`src/rtl/booth_pp_accumulator.sv`:
```
// Sequential accumulator for radix-4 Booth partial products: consumes NPP encoded
// {Result, Sign} terms and presents the 2*WORDLEN-bit product with a valid/ready handshake.
module booth_pp_accumulator #(
    parameter int WORDLEN = 32
) (
    input  logic                   clk,
    input  logic                   rst_n,
    input  logic                   i_pp_valid,
    output logic                   o_pp_ready,
    input  logic [WORDLEN:0]       i_pp_data,
    input  logic                   i_pp_sign,
    output logic                   o_prod_valid,
    input  logic                   i_prod_ready,
    output logic [2*WORDLEN-1:0]   o_prod_data,
    output logic                   o_busy
);
    localparam int NPP  = WORDLEN / 2;
    localparam int IDXW = $clog2(NPP) + 1;
    localparam int W2   = 2 * WORDLEN;
    localparam logic [IDXW-1:0] LAST_IDX = IDXW'(NPP - 1);

    localparam logic [1:0] S_IDLE = 2'd0;
    localparam logic [1:0] S_ACC  = 2'd1;
    localparam logic [1:0] S_DONE = 2'd2;

    logic [1:0]      r_state;
    logic [W2-1:0]   r_acc;
    logic [IDXW-1:0] r_idx;

    logic [W2-1:0]   w_sext;
    logic [W2-1:0]   w_term;
    logic [IDXW:0]   w_shamt;

    // Sign correction lands at the same weight as the term, so add it before shifting.
    assign w_sext  = {{(WORDLEN-1){i_pp_data[WORDLEN]}}, i_pp_data};
    assign w_shamt = (r_state == S_IDLE) ? '0 : {r_idx, 1'b0};
    assign w_term  = (w_sext + {{(W2-1){1'b0}}, i_pp_sign}) << w_shamt;

    assign o_pp_ready   = (r_state != S_DONE);
    assign o_prod_valid = (r_state == S_DONE);
    assign o_prod_data  = r_acc;
    assign o_busy       = (r_state != S_IDLE);

    always_ff @(posedge clk or negedge rst_n) begin
        if (!rst_n) begin
            r_state <= S_IDLE;
            r_acc   <= '0;
            r_idx   <= '0;
        end else begin
            case (r_state)
                S_IDLE: if (i_pp_valid) begin
                    r_acc   <= w_term;
                    r_idx   <= IDXW'(1);
                    r_state <= S_ACC;
                end
                S_ACC: if (i_pp_valid) begin
                    r_acc <= r_acc + w_term;
                    r_idx <= r_idx + IDXW'(1);
                    if (r_idx == LAST_IDX) r_state <= S_DONE;
                end
                S_DONE: if (i_prod_ready) begin
                    r_idx   <= '0;
                    r_state <= S_IDLE;
                end
                default: r_state <= S_IDLE;
            endcase
        end
    end
endmodule
```
`config.mk`:
```
export PLATFORM = sky130hd
export DESIGN_NAME = booth_pp_accumulator
export DESIGN_NICKNAME = d
export VERILOG_FILES = /design/src/rtl/booth_pp_accumulator.sv
export SDC_FILE = /design/constraint.sdc
export NUM_CORES = 1
export LEC_CHECK = 0
export BUFFER_PORTS_ARGS = -buffer_cell sky130_fd_sc_hd__buf_2
export CAP_MARGIN = 20
export CORE_UTILIZATION = 65
export CTS_CLUSTER_SIZE = 40
export DETAILED_ROUTE_END_ITERATION = 10
export PLACE_DENSITY_LB_ADDON = 0.05
export SLEW_MARGIN = 30
export SYNTH_ARGS = -nofsm -noshare
export SYNTH_HDL_FRONTEND = slang
export SYNTH_SLANG_ARGS = --single-unit
```
`constraint.sdc`:
```
create_clock -name clk -period 14.6 [get_ports clk]
set_input_delay 2.92 -clock clk [delete_from_list [all_inputs] [get_ports clk]]
set_output_delay 2.92 -clock clk [all_outputs]
set_load 0.005 [all_outputs]
```
==> out/metrics.yaml <==
outcome: "finished, final reports clean"
yosys_most_used_dff: "dfrtp_1"
dieWidth_um: 130
pre_cts_ws_ps: 5570
crit_required_ps: 14840
synth_top_family_by_area: "compound AO/OA/AOI/OAI gates"
final.setup.worst_slack_ps: 5650
maxSlewViolCount: 0
async_flop_share_pct: 100
cts_buffers: 9
post_drt_wl_per_cell_um: 21.7
grt_pass1_vias: 11063
vias_per_cell: 7.14
yosysWarnings: 0
grt_setup_unrepaired: "no"
die_h_um: 130
yosysSeqAreaShare_pct: 16.7
grt_pass1_wl_mm: 59.6
critPathMaxFanout: 8
finalCritPeriodShare_pct: 61.3
synthAdderAreaFrac_pct: 8.54
synth_area_um2: 10600
synth_nets: 1634
overflow: 0
pin_count: 105
synthXorXnorAreaFrac_pct: 5.84
ant_nets: 0
hp-class: "reg -> reg"
core_um2: 15900
first_pass_iters: 6
synth_simple_gate_area_share_pct: 24.4
synth-edff-count: 0
timing.setup.tns_ps: 0
p_leak_nw: 4.95
regArea_um2: 1780
worst_pin_slew_ps: 991
relSlewSlack_pct: 33.6
skew_ps: 10.8
clock_sinks: 71
post_cts_buffers: 0
path_clk_slew_ps: 60
start_kind: "input pin"
max_cap_viol_count: 0
die-area_um2: 16900
fp-row-count: 46
path_class: "in -> reg"
drc: 0
portBuffers: 104
cts_root_buffer: "clkbuf_16"
clk_path_buf_depth: 2
drive_above_1_share_pct: 11.8
antenna_found_initial: 0
arrival_ps: 9190
htreeDepth: 3
ys_types: 86
ir_drop_mv: 0.171
drt-total-wl_mm: 38.4
gp_congestion: 1.09
hold_buffers: 0
final_nets: 1662
max_freq_mhz: 112
tritoncts: "built"
syn2layout_area_growth_pct: 7.82
clock_latency_ps: 360
hold_viol_final: 0
multi_input_area_um2: 8320
grt_usage_pct: 45.6
cts-resized-gates: 0
drt_iter0_markers: 1809
synth.area.mux_share_pct: 4.33
grt_start_max_net_pins: 72
utilization_pct: 72.0
p_per_area_nw_per_um2: 272
syn_inst: 1524
start_util_pct: 66.7
setup_viol: 0
synth_compound_area_share_pct: 34.9
timing.final.crit_period_ps: 8950
fillers: 1381
ys_ff_latch: 71
avgSynthCellArea_um2: 6.98
dpl.hpwl_mm: 28.8
crit_path_end_kind: "register"
diodes: 0
vias: 12652
[path summary, 6_finish.rpt]
check                           slack (ps)  cells past startpoint         endpoint            from
worst max-delay path                  5650                     24  o_prod_data[62]    i_pp_data[0]
worst min-delay path                   510                      2   o_prod_data[9]  o_prod_data[9]
worst max register to register        8000                     21  o_prod_data[63]      r_state[0]
worst min register to register         510                      2   o_prod_data[9]  o_prod_data[9]
max in group asynchronous            11520                      1  o_prod_data[51]           rst_n
min in group asynchronous             2580                      1   o_prod_data[8]           rst_n
[layout make-up]
cell class | count | area share, %
timing repair buffer | 122 | 5.77
clock buffer | 10 | 2.08
multi-input combinational | 1311 | 72.5
tap | 216 | 2.36
inverter | 37 | 1.21
clock inverter | 6 | 0.589
sequential | 71 | 15.5
[synthesized netlist by cell type, types with 5 or more instances]
cell / n / area share, %
or3_1: 5 / 0.29
o21ai_1: 6 / 0.28
and4_1: 5 / 0.41
dfrtp_1: 71 / 17
o221ai_1: 6 / 0.49
o21a_1: 19 / 1.3
o31ai_1: 10 / 0.71
o31a_1: 7 / 0.58
a31oi_1: 30 / 1.8
nand2b_1: 8 / 0.47
or4_1: 6 / 0.42
a21o_1: 42 / 3.0
nor2_1: 166 / 5.9
inv_1: 34 / 1.2
buf_2: 14 / 0.66
mux2_2: 6 / 0.63
a2111oi_0: 5 / 0.41
ha_1: 71 / 8.3
xnor2_1: 43 / 3.5
or2_2: 9 / 0.53
o21ai_0: 115 / 5.4
nand4_1: 24 / 1.4
a211o_1: 5 / 0.41
nor2b_1: 12 / 0.71
o21bai_1: 21 / 1.5
and3_1: 22 / 1.3
a21oi_1: 165 / 7.8
nor3_1: 31 / 1.5
o22ai_1: 33 / 1.9
nor4_1: 9 / 0.53
mux4_2: 5 / 1.1
xor2_1: 28 / 2.3
a22oi_1: 10 / 0.71
and2_1: 16 / 0.94
a221o_1: 5 / 0.47
nand2_1: 168 / 5.9
mux2i_1: 28 / 2.6
buf_1: 11 / 0.39
o211ai_1: 16 / 1.1
a311oi_1: 5 / 0.41
a211oi_1: 34 / 2.4
o2111ai_1: 5 / 0.41
clkbuf_1: 77 / 2.7
nand3_1: 48 / 2.3
[report_power, final]
group	switching (mW)	internal (mW)	total (mW)	leakage, nW
Combinational	1.54	0.953	2.49	3.96
Sequential	0.106	0.295	0.401	0.845
Clock	0.0966	0.138	0.234	0.145
[layer usage]
metal | global-route usage [%] | share of wire (%) | vias to the layer above
met3 | 11.4 | 12 | 183
li1 | - | - | 5739
met1 | 60.6 | 40 | 5827
met2 | 69.2 | 43 | 903
met4 | 21.1 | 4.9 | 0
met5 | 0 | 0 | -
[cells by family after synthesis]
family	Yosys count
buf+inv	142
fa+ha+maj	72
flops	71
mux	39
compound gates	579
simple gates	550
xor+xnor	71
[worst max-delay path, stage by stage]
cell      delay (ps)
buf_2             80
ha_1             180
ha_1             220
nand4_1          180
nor4_1           680
nand3_1          260
xor2_1           420
a21boi_0         200
mux2_2           310
nor2_1           100
a21oi_1           70
a21oi_1          220
nor2_1            80
ha_1             420
nand4_1          170
nor2_1           280
nand3_1          220
nor4_1           520
nor2_1           210
o31ai_2          400
a21oi_1          230
o31ai_2          440
nor3_1           100
a211o_1          280
[through the flow]
step | total power [mW] | hold slack [ps] | cell area, um2 | cells
2_1_floorplan | 2.16 | 500 | 10600 | 1524
3_3_place_gp | 2.73 | 489 | 11200 | 1757
3_5_place_dp | 2.78 | 501 | 11200 | 1757
4_1_cts | 3.03 | 513 | 11500 | 1773
5_1_grt | 3.35 | 550 | 11500 | 1773
6_report | 3.12 | 511 | 11500 | 1773
[sequential cells by signal, summed over array words and instances (netlist names)]
signal / count
o_prod_data: 64
r_idx: 5
r_state: 2
[cells in the final DEF (no fill, tap or decap), types with 10 or more instances in the layout]
master,count
a211oi_1,34
a21o_1,42
a21oi_1,165
a22oi_1,10
a31oi_1,30
and2_1,16
and3_1,22
buf_2,103
buf_4,18
dfrtp_1,71
ha_1,70
inv_1,34
mux2i_1,28
nand2_1,167
nand3_1,48
nand4_1,24
nor2_1,165
nor3_1,31
o211ai_1,16
o21a_1,19
o21ai_0,114
o21bai_1,21
o22ai_1,33
o31ai_1,10
xnor2_1,43
xor2_1,28
(Power assumes the default switching activity.)
